--- config.mk ---
export PLATFORM = sky130hd
export DESIGN_NAME = mem_stage
export DESIGN_NICKNAME = d
export VERILOG_FILES = /design/src/rtl/mem_stage_pkg.sv /design/src/rtl/mem_stage_load_fmt.sv /design/src/rtl/mem_stage.sv
export SDC_FILE = /design/constraint.sdc
export NUM_CORES = 1
export LEC_CHECK = 0
export ABC_CLOCK_PERIOD_IN_PS = 2900
export CORE_MARGIN = 2
export CORE_UTILIZATION = 44
export DETAILED_ROUTE_END_ITERATION = 12
export PLACE_DENSITY = 0.81
export SLEW_MARGIN = 5
export SYNTH_ARGS = -nofsm -noshare
export SYNTH_HDL_FRONTEND = slang
export SYNTH_HIERARCHICAL = 1
export SYNTH_SLANG_ARGS = --single-unit
--- constraint.sdc ---
create_clock -name clk -period 2.9 [get_ports clk]
set_clock_uncertainty 0.2 [all_clocks]
set_input_delay 0.29 -clock clk [delete_from_list [all_inputs] [get_ports clk]]
set_output_delay 0.29 -clock clk [all_outputs]
set_load 0.02 [all_outputs]
--- src/rtl/mem_stage_pkg.sv ---
// Shared definitions for the MEM stage: bus widths, ALU op codes, FSM
// state encoding, write-back payload struct and op-classification helpers.
package mem_stage_pkg;

    localparam int unsigned REG_W      = 32;
    localparam int unsigned REG_ADDR_W = 5;
    localparam int unsigned ALUOP_W    = 8;
    localparam int unsigned SEL_W      = 4;

    localparam logic [REG_ADDR_W-1:0] NOP_REG_ADDR = 5'b00000;
    localparam logic [REG_W-1:0]      ZERO_WORD    = 32'h0000_0000;

    // Memory op codes (EXE_*_OP)
    localparam logic [ALUOP_W-1:0] EXE_LB_OP  = 8'b1110_0000;
    localparam logic [ALUOP_W-1:0] EXE_LH_OP  = 8'b1110_0001;
    localparam logic [ALUOP_W-1:0] EXE_LW_OP  = 8'b1110_0011;
    localparam logic [ALUOP_W-1:0] EXE_LBU_OP = 8'b1110_0100;
    localparam logic [ALUOP_W-1:0] EXE_LHU_OP = 8'b1110_0101;
    localparam logic [ALUOP_W-1:0] EXE_SB_OP  = 8'b1110_1000;
    localparam logic [ALUOP_W-1:0] EXE_SH_OP  = 8'b1110_1001;
    localparam logic [ALUOP_W-1:0] EXE_SW_OP  = 8'b1110_1011;

    typedef enum logic {
        MEM_IDLE = 1'b0,
        MEM_BUS  = 1'b1
    } mem_state_e;

    // Write-back triple toward the WB stage
    typedef struct packed {
        logic [REG_ADDR_W-1:0] wd;
        logic [REG_W-1:0]      wdata;
        logic                  wreg;
    } wb_t;

    localparam wb_t WB_BUBBLE = '{wd: NOP_REG_ADDR, wdata: ZERO_WORD, wreg: 1'b0};

    function automatic logic is_load(input logic [ALUOP_W-1:0] op);
        return (op == EXE_LB_OP) || (op == EXE_LBU_OP) || (op == EXE_LH_OP) ||
               (op == EXE_LHU_OP) || (op == EXE_LW_OP);
    endfunction

    function automatic logic is_store(input logic [ALUOP_W-1:0] op);
        return (op == EXE_SB_OP) || (op == EXE_SH_OP) || (op == EXE_SW_OP);
    endfunction

    // Halfword needs addr[0]==0, word needs addr[1:0]==0; bytes never fault
    function automatic logic is_misaligned(input logic [ALUOP_W-1:0] op,
                                           input logic [1:0]         addr_lo);
        logic half;
        logic word;
        half = (op == EXE_LH_OP) || (op == EXE_LHU_OP) || (op == EXE_SH_OP);
        word = (op == EXE_LW_OP) || (op == EXE_SW_OP);
        return (half && addr_lo[0]) || (word && (addr_lo != 2'b00));
    endfunction

endpackage

--- src/rtl/mem_stage_load_fmt.sv ---
// mem_load_fmt: combinational lane steering for the data bus.
//  aluop        in   op code
//  addr_lo      in   address bits [1:0]
//  rdata        in   raw bus read data
//  sdata        in   raw store data (rt)
//  load_data_c  out  extracted/extended load result (rdata for non-loads)
//  sel_c        out  big-endian byte lanes for the access
//  store_data_c out  store data replicated across lanes
module mem_load_fmt
    import mem_stage_pkg::*;
(
    input  logic [ALUOP_W-1:0] aluop,
    input  logic [1:0]         addr_lo,
    input  logic [REG_W-1:0]   rdata,
    input  logic [REG_W-1:0]   sdata,
    output logic [REG_W-1:0]   load_data_c,
    output logic [SEL_W-1:0]   sel_c,
    output logic [REG_W-1:0]   store_data_c
);

    logic [7:0]  byte_lane;
    logic [15:0] half_lane;
    logic [SEL_W-1:0] byte_sel;
    logic [SEL_W-1:0] half_sel;

    // Big-endian lane pick: offset 0 is bits 31:24
    always_comb begin
        byte_lane = rdata[31:24];
        case (addr_lo)
            2'd0:    byte_lane = rdata[31:24];
            2'd1:    byte_lane = rdata[23:16];
            2'd2:    byte_lane = rdata[15:8];
            default: byte_lane = rdata[7:0];
        endcase
        half_lane = addr_lo[1] ? rdata[15:0] : rdata[31:16];
        byte_sel  = 4'b1000 >> addr_lo;
        half_sel  = addr_lo[1] ? 4'b0011 : 4'b1100;
    end

    // Per-op formatting
    always_comb begin
        load_data_c  = rdata;
        sel_c        = '0;
        store_data_c = sdata;
        case (aluop)
            EXE_LB_OP: begin
                load_data_c = {{24{byte_lane[7]}}, byte_lane};
                sel_c       = byte_sel;
            end
            EXE_LBU_OP: begin
                load_data_c = {24'h000000, byte_lane};
                sel_c       = byte_sel;
            end
            EXE_LH_OP: begin
                load_data_c = {{16{half_lane[15]}}, half_lane};
                sel_c       = half_sel;
            end
            EXE_LHU_OP: begin
                load_data_c = {16'h0000, half_lane};
                sel_c       = half_sel;
            end
            EXE_LW_OP: begin
                sel_c = 4'b1111;
            end
            EXE_SB_OP: begin
                sel_c        = byte_sel;
                store_data_c = {4{sdata[7:0]}};
            end
            EXE_SH_OP: begin
                sel_c        = half_sel;
                store_data_c = {2{sdata[15:0]}};
            end
            EXE_SW_OP: begin
                sel_c = 4'b1111;
            end
            default: ;
        endcase
    end

endmodule

--- src/rtl/mem_stage.sv ---
// mem_stage: MEM stage of the 5-stage MIPS pipeline. Runs loads/stores on a
// req/ack data bus, stalls upstream until each access completes, and
// registers the write-back triple toward WB.
//  clk, rst        clock / synchronous active-high reset
//  mem_*           EX/MEM register outputs (wd, wdata, wreg, aluop, addr, sdata)
//  dbus_rdata/ack  bus read data and single-cycle completion pulse
//  dbus_*          registered bus request, direction, address, lanes, data
//  stall_req       combinational hold request to pipeline control
//  wb_*            registered write-back triple
//  addr_err        pulse on misaligned access; bus_err pulse on timeout abort
module mem_stage
    import mem_stage_pkg::*;
#(
    parameter int unsigned TIMEOUT = 16,
    parameter int unsigned CNT_W   = 5
) (
    input  logic                  clk,
    input  logic                  rst,
    input  logic [REG_ADDR_W-1:0] mem_wd,
    input  logic [REG_W-1:0]      mem_wdata,
    input  logic                  mem_wreg,
    input  logic [ALUOP_W-1:0]    mem_aluop,
    input  logic [REG_W-1:0]      mem_addr,
    input  logic [REG_W-1:0]      mem_sdata,
    input  logic [REG_W-1:0]      dbus_rdata,
    input  logic                  dbus_ack,
    output logic                  dbus_req,
    output logic                  dbus_we,
    output logic [REG_W-1:0]      dbus_addr,
    output logic [SEL_W-1:0]      dbus_sel,
    output logic [REG_W-1:0]      dbus_wdata,
    output logic                  stall_req,
    output logic [REG_ADDR_W-1:0] wb_wd,
    output logic [REG_W-1:0]      wb_wdata,
    output logic                  wb_wreg,
    output logic                  addr_err,
    output logic                  bus_err
);

    localparam logic [CNT_W-1:0] CNT_LAST = CNT_W'(TIMEOUT - 1);

    mem_state_e       state_q, state_d;
    logic [CNT_W-1:0] cnt_q, cnt_d;
    logic             dbus_req_q, dbus_req_d;
    logic             dbus_we_q, dbus_we_d;
    logic [REG_W-1:0] dbus_addr_q, dbus_addr_d;
    logic [SEL_W-1:0] dbus_sel_q, dbus_sel_d;
    logic [REG_W-1:0] dbus_wdata_q, dbus_wdata_d;
    wb_t              wb_q, wb_d;
    logic             addr_err_q, addr_err_d;
    logic             bus_err_q, bus_err_d;

    logic [REG_W-1:0] load_data_c;
    logic [SEL_W-1:0] sel_c;
    logic [REG_W-1:0] store_data_c;
    logic             mem_op_c;
    logic             timeout_c;

    mem_load_fmt u_fmt (
        .aluop       (mem_aluop),
        .addr_lo     (mem_addr[1:0]),
        .rdata       (dbus_rdata),
        .sdata       (mem_sdata),
        .load_data_c (load_data_c),
        .sel_c       (sel_c),
        .store_data_c(store_data_c)
    );

    assign mem_op_c  = is_load(mem_aluop) || is_store(mem_aluop);
    assign timeout_c = (TIMEOUT != 0) && (cnt_q == CNT_LAST);

    // Next-state and output decode
    always_comb begin
        state_d      = state_q;
        cnt_d        = cnt_q;
        dbus_req_d   = dbus_req_q;
        dbus_we_d    = dbus_we_q;
        dbus_addr_d  = dbus_addr_q;
        dbus_sel_d   = dbus_sel_q;
        dbus_wdata_d = dbus_wdata_q;
        wb_d         = wb_q;
        addr_err_d   = 1'b0;
        bus_err_d    = 1'b0;
        stall_req    = 1'b0;

        case (state_q)
            MEM_IDLE: begin
                cnt_d = '0;
                if (mem_op_c) begin
                    wb_d = WB_BUBBLE;
                    if (is_misaligned(mem_aluop, mem_addr[1:0])) begin
                        addr_err_d = 1'b1;
                    end else begin
                        stall_req    = 1'b1;
                        dbus_req_d   = 1'b1;
                        dbus_we_d    = is_store(mem_aluop);
                        dbus_addr_d  = {mem_addr[31:2], 2'b00};
                        dbus_sel_d   = sel_c;
                        dbus_wdata_d = store_data_c;
                        state_d      = MEM_BUS;
                    end
                end else begin
                    wb_d = '{wd: mem_wd, wdata: mem_wdata, wreg: mem_wreg};
                end
            end

            MEM_BUS: begin
                stall_req = !dbus_ack;
                cnt_d     = cnt_q + CNT_W'(1);
                if (dbus_ack) begin
                    wb_d       = '{wd: mem_wd, wdata: load_data_c,
                                   wreg: mem_wreg & is_load(mem_aluop)};
                    dbus_req_d = 1'b0;
                    dbus_we_d  = 1'b0;
                    cnt_d      = '0;
                    state_d    = MEM_IDLE;
                end else if (timeout_c) begin
                    // Abort: release the pipeline this cycle, drop the op
                    stall_req  = 1'b0;
                    wb_d       = WB_BUBBLE;
                    dbus_req_d = 1'b0;
                    dbus_we_d  = 1'b0;
                    bus_err_d  = 1'b1;
                    cnt_d      = '0;
                    state_d    = MEM_IDLE;
                end
            end

            default: state_d = MEM_IDLE;
        endcase
    end

    // State and output registers
    always_ff @(posedge clk) begin
        if (rst) begin
            state_q      <= MEM_IDLE;
            cnt_q        <= '0;
            dbus_req_q   <= 1'b0;
            dbus_we_q    <= 1'b0;
            dbus_addr_q  <= ZERO_WORD;
            dbus_sel_q   <= '0;
            dbus_wdata_q <= ZERO_WORD;
            wb_q         <= WB_BUBBLE;
            addr_err_q   <= 1'b0;
            bus_err_q    <= 1'b0;
        end else begin
            state_q      <= state_d;
            cnt_q        <= cnt_d;
            dbus_req_q   <= dbus_req_d;
            dbus_we_q    <= dbus_we_d;
            dbus_addr_q  <= dbus_addr_d;
            dbus_sel_q   <= dbus_sel_d;
            dbus_wdata_q <= dbus_wdata_d;
            wb_q         <= wb_d;
            addr_err_q   <= addr_err_d;
            bus_err_q    <= bus_err_d;
        end
    end

    assign dbus_req   = dbus_req_q;
    assign dbus_we    = dbus_we_q;
    assign dbus_addr  = dbus_addr_q;
    assign dbus_sel   = dbus_sel_q;
    assign dbus_wdata = dbus_wdata_q;
    assign wb_wd      = wb_q.wd;
    assign wb_wdata   = wb_q.wdata;
    assign wb_wreg    = wb_q.wreg;
    assign addr_err   = addr_err_q;
    assign bus_err    = bus_err_q;

endmodule

==> Word level (Yosys, flattened, before mapping) <==
Index checks and enable logic that the tools add are counted.
{ "op_classes": {"n_addsub": 1, "eq_ne": 14, "shifts": 1, "n_mux": 31, "bitwise": 4, "reduce_logical": 23} }
{ "ops": {"columns": ["operator", "count"], "rows": [
  ["$pmux 32 s4", 1],
  ["$mux 38", 3],
  ["$pmux 38 s2", 1],
  ["$eq 8x8->1 const B", 8],
  ["$pmux 32 s2", 1],
  ["$pmux 8 s3", 1],
  ["$mux 16", 1],
  ["$mux 1", 14],
  ["$pmux 4 s3", 1],
  ["$reduce_or 3->1", 4],
  ["$logic_or 1x1->1", 11],
  ["$mux 5", 2],
  ["$pmux 5 s2", 1],
  ["$pmux 1 s2", 4],
  ["$reduce_and 3->1", 2],
  ["$add 5x1->5 const B", 1],
  ["$eq 5x4->1 const B", 1],
  ["$mux 4", 1],
  ["$ne 2x2->1 const B", 2],
  ["$shr 4x2->4 const A", 1],
  ["$ne 3x2->1 const B", 1],
  ["$not 1->1", 3],
  ["$eq 2x1->1 const B", 1],
  ["$eq 2x2->1 const B", 1],
  ["other kinds (6)", 7]
]} }
{ "totals": {"regBits": 114, "input_bits": 145, "out_inout_bits": 111, "word_cells": 86} }

==> Logic depth before layout (Yosys ltp) <==
{ "logic_depth": {"depth_word": 8, "mapped_depth": 9, "ltp_nobuf": 7} }

==> Cells and area by module <==
Netlist, hierarchy kept.
{ "modules_own_cells": {"columns": ["module", "n_inst", "cells_each", "area_each_um2", "seq_area_each_um2"], "rows": [
  ["mem_stage", 1, 515, 4952.2, 2282.2],
  ["mem_load_fmt", 1, 179, 1530.2, 0.0]
]} }

==> Least setup slack after synthesis <==
OpenSTA, ideal clock, no wires.
{ "synth_timing": {"path_type": "register to output", "from": "register cnt_q[0]", "to": "output stall_req", "arrival_ns": 1.697, "t_required_ns": 2.410, "slack_ns": 0.713, "path_stages_with_launch": 8, "n_path_buf": 2, "cell_sequence": "dfxtp_1 ha_1 and3_1 ha_1 or3b_1 clkbuf_1 clkbuf_1 nand2_1"} }
{ "synth_between": {"elab_chain_cells": 4} }
{ "synth_lines": {"columns": ["element", "line_no", "source"], "rows": [
  ["start, declared", "mem_stage.sv:43", "logic [CNT_W-1:0] cnt_q, cnt_d;"],
  ["start signal, assigned", "mem_stage.sv:148", "cnt_q <= cnt_d;"],
  ["$eq 5x4->1", "mem_stage.sv:70", "assign timeout_c = (TIMEOUT != 0) && (cnt_q == CNT_LAST);"],
  ["named net timeout_c", "mem_stage.sv:57", "logic timeout_c;"],
  ["$mux 1", "mem_stage.sv:117", "end else if (timeout_c) begin"],
  ["$mux 1", "mem_stage.sv:110", "if (dbus_ack) begin"],
  ["$pmux 1 s2", "mem_stage.sv:86", "case (state_q)"],
  ["end, declared", "mem_stage.sv:32", "output logic stall_req,"]
]} }
The timed path passes the listed nets, and every way through them passes these cells.

==> Worst setup path in the final report <==
Ends and elaborated chain as after synthesis.

==> metrics <==
outcome=finished clean; Fmax=381 MHz; final net count=1067; CTS clk-pin slew, worst paths=0.05 ns; Tot GR Track Use=25.7%; slew margin rel.=61.7%; Synth top area share=35.2%; Synth Flop Type=dfxtp_1; Tcrit/Tclk final=90.6%; Final Non-Filler Cells=1117; CP top delay family=simple AND/OR/NAND/NOR gates; Worst Path Buf+Inv=1; CTS Buffer Depth=2; number of global-route vias before repair=5972; ratio of cells with drive above 1 in the final layout=11.3%; CTS H-tree lvls=4; # diodes=0; worst-path cell chain=ha_1 -> and3_1 -> ha_1 -> or3b_1 -> nand2_1 -> dlygate4sd2_1; Cell variety after synth=48; Power Density=462 nW/µm²; Tot Pwr=4.50 mW; max-slew violation count=0; Iteration-0 DRC Markers=343; measured slew at the worst slew-check pin=0.570 ns; Detailed Routing Iterations Pass 1=5; initial antenna violation count=0; Final Cell Area=9740 µm²; global-route wire length before repair=32600 µm; Crit Path Max Fanout=3; Synthesis Warnings=6; Crit. End Element=output pin; Die Height=125 µm; asr flop ratio synth=0%; post-CTS setup buffers=0; Area growth syn-to-layout=50.2%; Crit Path Category=reg2out; post_cts resized=1; Num CTS Buffers=17; Mapped Area=6480 µm²; Static Leak=3.57 nW; cell with the most instances after synthesis=nand2b_1; synthesized-area fraction occupied by adder cells=0.386%; Vias=6188; root buf cell=clkbuf_16; RSZ-0062 raised after global routing=false; Hold Crit Class=in2reg; DP HPWL=14500 µm; Clock Sinks=114; filler instances=1181; CP Data Arrival Time=2.14 ns; Tmin final=2.63 ns; crit-path max cell delay=0.38 ns; # rows=44; largest family of logic cells by synthesized area=simple AND/OR/NAND/NOR gates; routed wire length=20400 µm; DR WL/cell=18.3 µm; post-synth top area cell=dfxtp_1; IO Pins=256; Antenna Violating Nets Remaining=0; xor/xnor share of the synthesized area=0.270%; die width=125 µm; #FFs+latches synth=114; vias per cell=5.54; CTS tree=done; Placer Congestion=0.941; placed cell areas=9130 µm²; largest net degree at the start of global routing=73; area of the die=15700 µm²; critical path launch point type=flip-flop; Critical Path Most Common Cell=ha_1; cells after synthesis=694; Placed Cells=1085; Clock Latency Late Sink=0.41 ns; IO Port Bufs=253; number of max-cap violations=0; final hold violation count=0; TNS Setup=0 ns; Compound-Gate Fraction of Synth Area=13.9%; simple-gate share of the synthesized area=23.5%; mux share of post-synthesis cell area=18.8%; number of enable flip-flop cells after synthesis=0; Area contributors post-synth=dfxtp_1 35%, nand2b_1 13%, mux2i_1 10%; setup violators final=0; worst hold slack=0.187 ns; WP data required=2.41 ns; syn_area_per_cell=9.34 µm²; critical path's slowest cell=or3b_1; initial core utilization=44.8%; commonest cells in the synthesized netlist=134 x nand2b_1, 114 x dfxtp_1, 68 x mux2i_1; maximum vdd drop=0.375 mV; Post-CTS Hold Buffers=0; sequential area share after synthesis=35.2%; global route overflow=0; Core Region=14500 µm²; # DRC=0
metrics by stage:
step	utilization [%]	setup WS (ns)
final	67.2	0.273
after global routing	67.2	0.159
after CTS	67.2	0.252
after detailed placement	63.1	0.130
after global placement	63.1	0.142
after floorplan	-	0.713
cell families after synthesis:
| logic type | count (synthesis) |
|---|---|
| simple gates | 262 |
| flops | 114 |
| compound gates | 108 |
| mux | 108 |
| buf+inv | 97 |
| fa+ha+maj | 2 |
| xor+xnor | 2 |
| other cells | 1 |
placed cells by master, fill, tap and decap left out, types with 3 or more instances in the layout:
master,Yosys,final
and4b_1,12,12
o31ai_1,5,5
nor2b_1,3,3
buf_12,0,5
o41ai_1,15,15
nor3_1,37,37
clkbuf_8,0,3
mux4_2,8,8
nand2_1,24,24
nand2b_1,134,134
mux2_2,30,30
nor2_1,36,36
a221o_1,15,15
clkbuf_16,0,17
clkinv_2,0,5
inv_1,19,19
o21ai_1,8,8
a221oi_1,32,32
dfxtp_1,114,114
clkdlybuf4s50_1,0,251
mux2i_1,68,68
bufinv_16,0,3
a211o_1,3,3
buf_4,13,27
a21oi_1,8,8
o2bb2ai_1,16,16
state kept, by name, summed over array words and instances (netlist names):
signal / cells
dbus_wdata: 32
wb_wdata: 32
dbus_addr: 30
cnt_q: 5
wb_wd: 5
dbus_sel: 4
addr_err: 1
bus_err: 1
dbus_req: 1
dbus_we: 1
state_q: 1
wb_wreg: 1
area by class of cell:
class                           count  area, µm²  area share [%]
Clock buffer                       22        474            4.87
Clock inverter                     10        131            1.35
Inverter                           19       71.3           0.733
Multi-Input combinational cell    484       3720            38.2
Sequential cell                   114       2280            23.4
Tap cell                          184        230            2.36
Timing Repair Buffer              284       2820            29.0
report_power, final:
part,internal (mW),switching (mW)
clock network,1.41,0.736
registers,1.61,0.0230
logic,0.413,0.304
total,3.43,1.06
final timing paths:
path | cells after the start | to | slack (ns) | startpoint
worst max-delay path | 6 | stall_req | 0.27 | cnt_q[0]$_SDFF_PP0_
worst min-delay path | 2 | wb_wd[1]$_SDFFE_PP0P_ | 0.19 | rst
worst max register to register | 7 | wb_wdata[23]$_SDFFE_PP0P_ | 0.70 | cnt_q[0]$_SDFF_PP0_
worst min register to register | 2 | wb_wreg$_SDFFE_PP0P_ | 0.25 | wb_wreg$_SDFFE_PP0P_
layer usage:
layer | up-vias | part of all wire [%] | routed length (µm) | GRT usage [%]
met5 | - | 0 | 0 | 0
met4 | 0 | 2.2 | 457 | 8.24
met3 | 36 | 9.1 | 1870 | 8.69
met2 | 307 | 49 | 9980 | 42.4
met1 | 2897 | 40 | 8090 | 31.8
li1 | 2948 | - | - | -
Power figures use the tool's default switching activity.
